--- src/rtl/lane_serializer_pkg.sv ---
// Shared types and helpers for the multi-lane serializer: state encoding,
// Hamming code-width calculation and parity generation.
package lane_serializer_pkg;

  localparam int MAX_DW = 64;
  localparam int MAX_CB = 8;

  typedef enum logic [1:0] {IDLE, SHIFT, GAP} ser_state_t;

  // Smallest p with 2^p >= dw + p + 1.
  function automatic int code_bits(input int dw);
    int p;
    p = 1;
    while ((1 << p) < dw + p + 1) p++;
    return p;
  endfunction

  // Data bit i sits at the i-th non-power-of-two codeword position (1-based);
  // parity bit k is the XOR of all data bits whose position has bit k set.
  function automatic logic [MAX_CB-1:0] hamming_parity(input logic [MAX_DW-1:0] data,
                                                       input int dw);
    logic [MAX_CB-1:0] par;
    int di;
    par = '0;
    di  = 0;
    for (int pos = 1; pos < 2 * MAX_DW; pos++) begin
      if (di < dw && (pos & (pos - 1)) != 0) begin
        if (data[di[5:0]]) par = par ^ MAX_CB'(pos);
        di++;
      end
    end
    return par;
  endfunction

endpackage

--- src/rtl/lane_serializer_fifo.sv ---
// Synchronous FIFO buffering encoded words ahead of the shifter.
module ser_fifo #(
  parameter int WIDTH = 8,
  parameter int DEPTH = 2
) (
  input  logic                           clk_i,
  input  logic                           rst_i,
  input  logic                           push,
  input  logic                           pop,
  input  logic [WIDTH-1:0]               din,
  output logic [WIDTH-1:0]               dout,
  output logic                           full,
  output logic                           empty,
  output logic [$clog2(DEPTH+1)-1:0]     count
);

  localparam int AW = (DEPTH > 1) ? $clog2(DEPTH) : 1;
  localparam int CW = $clog2(DEPTH + 1);

  logic [WIDTH-1:0] mem [DEPTH];
  logic [AW-1:0]    wr_ptr, rd_ptr;
  logic             do_push, do_pop;

  assign full    = (count == CW'(DEPTH));
  assign empty   = (count == '0);
  assign do_push = push && !full;
  assign do_pop  = pop && !empty;
  assign dout    = mem[rd_ptr];

  function automatic logic [AW-1:0] nxt(input logic [AW-1:0] p);
    return (p == AW'(DEPTH - 1)) ? '0 : p + 1'b1;
  endfunction

  always_ff @(posedge clk_i) begin
    if (rst_i) begin
      wr_ptr <= '0;
      rd_ptr <= '0;
      count  <= '0;
    end else begin
      if (do_push) begin
        mem[wr_ptr] <= din;
        wr_ptr      <= nxt(wr_ptr);
      end
      if (do_pop) rd_ptr <= nxt(rd_ptr);
      if (do_push && !do_pop)      count <= count + 1'b1;
      else if (!do_push && do_pop) count <= count - 1'b1;
    end
  end

endmodule

--- src/rtl/lane_serializer.sv ---
// FIFO-buffered parallel-to-serial converter driving LANES serial lines
// MSB-first, with optional Hamming parity and a configurable inter-frame gap.
module lane_serializer import lane_serializer_pkg::*; #(
  parameter int DATA_WIDTH = 8,
  parameter int LANES      = 1,
  parameter int HAS_ECC    = 0,
  parameter int FIFO_DEPTH = 2,
  parameter int GAP_CYCLES = 0
) (
  input  logic                  clk_i,
  input  logic                  rst_i,
  input  logic [DATA_WIDTH-1:0] parallel_in_i,
  input  logic                  valid_in_i,
  output logic                  ready_o,
  output logic [LANES-1:0]      serial_out_o,
  output logic                  enable_o,
  output logic                  start_o,
  output logic                  busy_o
);

  localparam int CB    = code_bits(DATA_WIDTH);
  localparam int PW    = DATA_WIDTH + ((HAS_ECC != 0) ? CB : 0);
  localparam int BEATS = (PW + LANES - 1) / LANES;
  localparam int FW    = BEATS * LANES;
  localparam int BW    = $clog2(BEATS) + 1;
  localparam int QCW   = $clog2(FIFO_DEPTH + 1);

  logic [PW-1:0]    q_din, q_dout;
  logic             full, empty, push, pop;
  logic [QCW-1:0]   count, count_next;
  ser_state_t       state;
  logic [BW-1:0]    beat;
  logic [3:0]       gap_cnt;
  logic [FW-1:0]    sr, frame;
  logic [LANES-1:0] frame_beat, sr_beat;
  logic             last_beat, in_flight_next;

  assign ready_o = !full && !rst_i;
  assign push    = valid_in_i && ready_o;

  generate
    if (HAS_ECC != 0) begin : g_ecc
      logic [MAX_CB-1:0] par;
      assign par   = hamming_parity(MAX_DW'(parallel_in_i), DATA_WIDTH);
      assign q_din = {parallel_in_i, par[CB-1:0]};
    end else begin : g_raw
      assign q_din = parallel_in_i;
    end
  endgenerate

  ser_fifo #(.WIDTH(PW), .DEPTH(FIFO_DEPTH)) u_fifo (
    .clk_i (clk_i),
    .rst_i (rst_i),
    .push  (push),
    .pop   (pop),
    .din   (q_din),
    .dout  (q_dout),
    .full  (full),
    .empty (empty),
    .count (count)
  );

  // Frame left-aligned so padding lands at the LSB end.
  assign frame = FW'(q_dout) << (FW - PW);

  // Lane 0 carries the most significant bit of each beat.
  generate
    for (genvar l = 0; l < LANES; l++) begin : g_lane
      assign frame_beat[l] = frame[FW-1-l];
      assign sr_beat[l]    = sr[FW-1-l];
    end
  endgenerate

  assign last_beat = (state == SHIFT) && (beat == BW'(BEATS - 1));
  assign pop = !empty && ((state == IDLE) ||
                          (last_beat && GAP_CYCLES == 0) ||
                          (state == GAP && gap_cnt == '0));
  assign in_flight_next = pop || ((state == SHIFT) && !last_beat) ||
                          (last_beat && GAP_CYCLES > 0) ||
                          ((state == GAP) && gap_cnt != '0);
  assign count_next = count + QCW'(push) - QCW'(pop);

  always_ff @(posedge clk_i) begin
    if (rst_i) begin
      state        <= IDLE;
      beat         <= '0;
      gap_cnt      <= '0;
      sr           <= '0;
      serial_out_o <= '0;
      enable_o     <= 1'b0;
      start_o      <= 1'b0;
      busy_o       <= 1'b0;
    end else begin
      busy_o  <= in_flight_next || (count_next != '0);
      start_o <= 1'b0;
      if (pop) begin
        state        <= SHIFT;
        beat         <= '0;
        serial_out_o <= frame_beat;
        sr           <= frame << LANES;
        enable_o     <= 1'b1;
        start_o      <= 1'b1;
      end else begin
        case (state)
          SHIFT: begin
            if (!last_beat) begin
              beat         <= beat + 1'b1;
              serial_out_o <= sr_beat;
              sr           <= sr << LANES;
            end else begin
              enable_o     <= 1'b0;
              serial_out_o <= '0;
              state        <= (GAP_CYCLES > 0) ? GAP : IDLE;
              gap_cnt      <= 4'(GAP_CYCLES - 1);
            end
          end
          GAP: begin
            if (gap_cnt != '0) gap_cnt <= gap_cnt - 1'b1;
            else               state   <= IDLE;
          end
          default: state <= IDLE;
        endcase
      end
    end
  end

endmodule

--- config.mk ---
export PLATFORM = sky130hd
export DESIGN_NAME = lane_serializer
export DESIGN_NICKNAME = d
export VERILOG_FILES = /design/src/rtl/lane_serializer_pkg.sv /design/src/rtl/lane_serializer_fifo.sv /design/src/rtl/lane_serializer.sv
export SDC_FILE = /design/constraint.sdc
export NUM_CORES = 1
export LEC_CHECK = 0
export CAP_MARGIN = 10
export CORE_ASPECT_RATIO = 0.7
export CORE_MARGIN = 2
export CORE_UTILIZATION = 51
export DETAILED_ROUTE_END_ITERATION = 16
export GPL_TIMING_DRIVEN = 0
export PLACE_DENSITY = 0.83
export SETUP_SLACK_MARGIN = 0.2
export SYNTH_ARGS = -nofsm -noshare
export SYNTH_HDL_FRONTEND = slang
export SYNTH_SLANG_ARGS = --single-unit
--- constraint.sdc ---
create_clock -name clk_i -period 3.2 [get_ports clk_i]
set_clock_uncertainty 0.1 [all_clocks]
set_input_delay 0.64 -clock clk_i [delete_from_list [all_inputs] [get_ports clk_i]]
set_output_delay 0.64 -clock clk_i [all_outputs]
set_load 0.02 [all_outputs]
==> results of run 1 <==
[final timing paths]
check / start / end / slack, ps
worst max-delay path: rst_i / ready_o / 270
worst min register to register: enable_o / enable_o / 370
worst max register to register: beat[0] / u_fifo.count[1] / 890
worst min-delay path: enable_o / enable_o / 370
[worst max-delay path: stages]
cell and delay (ps):
clkdlybuf4s50_1 480, buf_2 220, clkbuf_4 240, nor2_1 70, clkdlybuf4s50_1 540
[placed cells by master (no fill, tap or decap), types with 3 or more instances in the layout]
| master | count |
|---|---|
| edfxtp_1 | 16 |
| inv_1 | 6 |
| ha_1 | 4 |
| clkbuf_1 | 3 |
| a21oi_1 | 8 |
| nor2b_1 | 7 |
| nand3_1 | 3 |
| nor3_1 | 3 |
| clkbuf_8 | 5 |
| nor2_1 | 17 |
| clkdlybuf4s50_1 | 15 |
| dfxtp_1 | 21 |
| o31ai_1 | 7 |
| a211oi_1 | 7 |
| buf_2 | 5 |
| nand4_1 | 8 |
| xor2_1 | 4 |
[layer usage]
metal  global-route usage (%)  vias up
met5                        0        -
met4                     4.81        0
met3                     7.23        4
met2                     29.1       29
met1                     23.9      542
li1                         -      585
[cell usage after synthesis (4+ instances only)]
library cell	count
a211oi_1	7
a21oi_1	8
buf_2	5
dfxtp_1	21
edfxtp_1	16
ha_1	4
inv_1	6
nand4_1	8
nor2_1	17
nor2b_1	7
o31ai_1	7
xor2_1	4
[flip-flops by register name, summed over array words and instances, names as in the netlist, named ones only]
signal / flops
sr: 7
serial_out_o: 1
beat: 4
u_fifo.mem: 16
u_fifo.count: 2
enable_o: 1
u_fifo.wr_ptr: 1
u_fifo.rd_ptr: 1
start_o: 1
state: 1
busy_o: 1
[stage by stage]
| stage | area [µm²] | total power [mW] | hold slack (ps) |
|---|---|---|---|
| floorplan | 1570 | 1.12 | 352 |
| CTS | 1880 | 1.70 | 378 |
| global placement | 1770 | 1.27 | 351 |
| global route | 1880 | 1.81 | 400 |
| detailed placement | 1770 | 1.30 | 362 |
| finish | 1880 | 1.70 | 374 |
[layout make-up]
cell class / instances / area, µm² / area share, %
flip-flops and latches: 37 / 901 / 47.9
multi-input cells: 93 / 597 / 31.7
repair buffers: 15 / 150 / 7.98
clock buffers: 6 / 72.6 / 3.86
plain buffers: 9 / 51.3 / 2.73
well taps: 36 / 45.0 / 2.39
clock inverters: 2 / 38.8 / 2.06
inverters: 7 / 26.3 / 1.40
[power groups by stage]
| stage | registers [mW] | logic [mW] | clock network [mW] |
|---|---|---|---|
| after floorplan | 0.685 | 0.432 | 0 |
| after CTS | 0.666 | 0.626 | 0.407 |
| after global placement | 0.668 | 0.599 | 0 |
| after global routing | 0.676 | 0.703 | 0.427 |
| final | 0.667 | 0.627 | 0.402 |
| after detailed placement | 0.676 | 0.620 | 0 |
[cell families (layout without fill, tap and decap cells)]
group                      Yosys count  after routing
xor gates and xnor gates             4              4
adders and majority gates            4              4
DFF                                 37             37
buffers and inverters               16             39
AOI/OAI and AO/OA                   34             34
muxes                                2              2
and+or+nand+nor                     49             49
==> metrics.yaml, run 1 <==
synthTopCellsByArea: "edfxtp_1 (31%), dfxtp_1 (27%), nor2_1 (4.1%), a211oi_1 (3.3%), o31ai_1 (3.3%)"
path_class: "in2out"
final-setup-viol-count: 0
power_frac_seq_pct: 39.3
antennaDiodeCount: 0
drive_gt1_share_pct: 9.47
switching_share_pct: 35.3
status: "finished clean"
worstMarginPinSlew_ps: 567
num_io_pins: 16
highest_layer: "met4"
cts.path.max_buffers: 2
synth-simple-area-share_pct: 16.6
required_ps: 2460
nFillCells: 219
numPortBuffers: 15
hold_viol: 0
clk_latency_ps: 290
min_period_over_period_pct: 91.5
dr_wl_met3_um: 175
synth_cell_types: 38
yosysWarnings: 0
wl_met2_mm: 1.34
rsz0062_at_grt: "no"
area_growth_pct: 19.7
wl_per_cell_um: 14.4
synth_nets: 161
async_reset_ff_share_pct: 0
viasPerCell: 5.66
p_comb_share_pct: 37.0
power_switching_uw: 599
ctsResizeCount: 1
maxSlewViolCount: 0
fin_crit_ps: 2930
syn_avg_cell_area_um2: 10.8
synth_fa_ha_area_share_pct: 3.18
fmax_ghz: 0.341
final_nets: 183
ir_drop_mv: 0.430
internal-power_mw: 1.10
pre_cts_slack_ps: 84.7
cts.sinks: 37
stdcell_count: 205
synth_mux_area_share_pct: 1.27
clock_power_share_pct: 23.7
post-cts-setup-buffer-count: 0
synth_seq_area_share_pct: 57.3
initial_core_util_pct: 54.9
gr-total-overflow: 0
fin_ws_ps: 270
whs_path_depth: 1
powerDensity_nw_per_um2: 901
synth_xor_xnor_area_share_pct: 2.23
dieArea_um2: 3550
tns_ps: 0
first_iter_violations: 110
netlist.area_leader.share_pct: 30.6
m1WireLength_mm: 1.41
route.detailed.drc: 0
synth_top_family_by_area: "simple AND/OR/NAND/NOR gates"
path_max_fanout: 10
die_w_um: 70.3
cts_tree: "done"
place_inst: 197
die_y_um: 50.4
root_buffer: "clkbuf_8"
gp_congestion: 0.783
synthesis.area_um2: 1570
ys_seq_elements: 37
synth.largest_area_cell: "edfxtp_1"
max_cap_viol_count: 0
synth_compound_area_share_pct: 14.7
hold_class: "reg2reg"
grt_pass1_vias: 1129
ant_nets: 0
synthFlopType: "dfxtp_1"
relSlewSlack_pct: 61.8
startpoint_type: "input pin"
antenna_found_initial: 0
final_util_pct: 65.7
clk_pin_slew_ps: 70
finalWirelength_mm: 2.95
core_area_um2: 2860
r2r.worst_path.cells: 7
cts_made_buffers: 5
synth_edf_count: 16
dpl.hpwl_mm: 2.12
synthCells: 146
vias: 1160
track_usage_pct: 18.4
dr.pass1.iters: 4
cp.arrival_ps: 2190
p_leak_nw: 0.706
postCtsHoldBufs: 0
cts-htree-levels: 2
grt_pass1_wl_mm: 4.99
cp-end-kind: "primary output"
row_count: 16
grt_max_degree: 13
(Power assumes the default switching activity.)
==> run 2, diff against run 1 <==
TNS_END_PERCENT = 100   (was unset)
==> results of run 2 <==
Final layout, timing and power as in run 1 (identical DEF).
==> run 3, diff against run 2 <==
--- a/config.mk
+++ b/config.mk
@@ -12,6 +12,8 @@
 export DETAILED_ROUTE_END_ITERATION = 16
 export GPL_TIMING_DRIVEN = 0
+export HOLD_SLACK_MARGIN = 0.1
 export PLACE_DENSITY = 0.83
 export SETUP_SLACK_MARGIN = 0.2
+export SLEW_MARGIN = 20
 export SYNTH_ARGS = -nofsm -noshare
 export SYNTH_HDL_FRONTEND = slang
==> constraint.sdc (replaced) <==
create_clock -name clk_i -period 3.2 [get_ports clk_i]
set_clock_uncertainty 0.1 [all_clocks]
set_input_delay 0.32 -clock clk_i [delete_from_list [all_inputs] [get_ports clk_i]]
set_output_delay 0.32 -clock clk_i [all_outputs]
set_load 0.02 [all_outputs]
==> run 3 against run 2 <==
Against the previous run: largest cell class unchanged; largest power group unchanged; sequential share of layout area rose by 0.096 points; sequential power hardly changed; combinational power about the same; critical path type unchanged; via count increased by 0.78%; wire length grew 1.1%; utilization fell by 0.13 points; non-clock buffer count did not move; first-iteration DRC count decreased by 9.1%; critical path depth stayed put; total power grew 0.15%; cell area is 0.20% lower; sequential cell count unchanged.
==> metrics.yaml, run 3 (synthesized netlist as in run 1, its figures left out) <==
startpoint_type: "input pin"
antenna_found_initial: 0
die_y_um: 50.4
status: "finished clean"
finalWirelength_mm: 2.98
required_ps: 2780
p_leak_nw: 0.702
ir_drop_mv: 0.433
hold_viol: 0
numPortBuffers: 15
postCtsHoldBufs: 0
tns_ps: 0
r2r_slack_ps: 910
largest_reg_flops: 16
root_buffer: "clkbuf_8"
grt_pass1_wl_mm: 4.99
worstMarginPinSlew_ps: 551
vias: 1169
fin_crit_ps: 2510
clk_latency_ps: 300
grt_pass1_vias: 1129
whs_path_depth: 1
viasPerCell: 5.70
row_count: 16
grt_max_degree: 13
track_usage_pct: 18.4
nFillCells: 219
hold_path_end: "enable_o"
antennaDiodeCount: 0
rsz0062_at_grt: "no"
post-cts-setup-buffer-count: 0
powerDensity_nw_per_um2: 904
regArea_um2: 901
final_util_pct: 65.6
route.detailed.drc: 0
hold_class: "reg2reg"
path_max_fanout: 10
relSlewSlack_pct: 62.9
area_growth_pct: 19.5
most-common-layout-cells: "dfxtp_1 (21), nor2_1 (17), edfxtp_1 (16)"
dpl.hpwl_mm: 2.12
core_area_um2: 2860
die_w_um: 70.3
clk_pin_slew_ps: 70
final-setup-viol-count: 0
initial_core_util_pct: 54.9
ctsResizeCount: 0
gp_congestion: 0.783
dieArea_um2: 3550
maxSlewViolCount: 0
dr.pass1.iters: 4
cp.arrival_ps: 2090
gr-total-overflow: 0
r2r.worst_path.cells: 9
cts-htree-levels: 2
cp-end-kind: "primary output"
ant_nets: 0
cts.sinks: 37
final_common_cell: "dfxtp_1"
r2r_end: "busy_o"
cts.path.max_buffers: 2
regMostFlops: "u_fifo.mem"
drive_gt1_share_pct: 8.88
reg.largest.list: "u_fifo.mem (16), sr (7), beat (4)"
min-delay-start: "enable_o"
max_cap_viol_count: 0
min_period_over_period_pct: 78.6
first_iter_violations: 100
cts_tree: "done"
path_class: "in2out"
multi_input_area_um2: 597
wl_per_cell_um: 14.5
cts_made_buffers: 5
fmax_ghz: 0.398
r2r-start: "beat[0]"
num_io_pins: 16
final_nets: 183
-- run 3: cell types whose count changed in the layout (fill, tap and decap cells not counted), sizes merged --
cell	delta
clkbuf	-1
buf	+1
-- run 3: area by class of cell --
cell class                 count  area share [%]
sequential                    37            48.0
multi-input combinational     93            31.8
timing repair buffer          15            7.99
clock buffer                   6            3.86
buffer                         9            2.53
tap                           36            2.40
clock inverter                 2            2.07
inverter                       7            1.40
-- run 3: report_power, final --
group	internal, mW	total [mW]	switching [mW]
clock	0.234	0.403	0.169
sequential	0.607	0.668	0.0606
combinational	0.255	0.627	0.372
total	1.10	1.70	0.602
-- run 3: worst max-delay path, stage by stage --
cell,delay (ps)
clkdlybuf4s50_1,480
buf_2,220
buf_1,420
nor2_1,100
clkdlybuf4s50_1,560
-- run 3: how the worst max path moves through the flow --
stage               slack [ps]  startpoint       to  depth (start not counted)
floorplan                 1200     beat[0]   busy_o                          9
global placement           740       rst_i  ready_o                          5
detailed placement         720       rst_i  ready_o                          5
CTS                        720       rst_i  ready_o                          5
global route               640       rst_i  ready_o                          5
finish                     690       rst_i  ready_o                          5
-- run 3: metrics by stage --
| stage | hold slack [ps] | setup slack (ps) | instances | total power, mW | area, µm² |
|---|---|---|---|---|---|
| 2_1_floorplan | 319 | 1200 | 146 | 1.12 | 1570 |
| 3_3_place_gp | 351 | 745 | 197 | 1.27 | 1770 |
| 3_5_place_dp | 362 | 725 | 197 | 1.30 | 1770 |
| 4_1_cts | 378 | 720 | 205 | 1.70 | 1880 |
| 5_1_grt | 400 | 637 | 205 | 1.81 | 1880 |
| 6_report | 373 | 686 | 205 | 1.70 | 1880 |
-- run 3: routing by layer --
metal  vias to the layer above  part of all wire [%]  GRT usage [%]
met1                       536                    48           23.9
met3                         6                   6.9           7.23
li1                        585                     -              -
met5                         -                     0              0
met2                        42                    45           29.1
met4                         0                  0.77           4.81
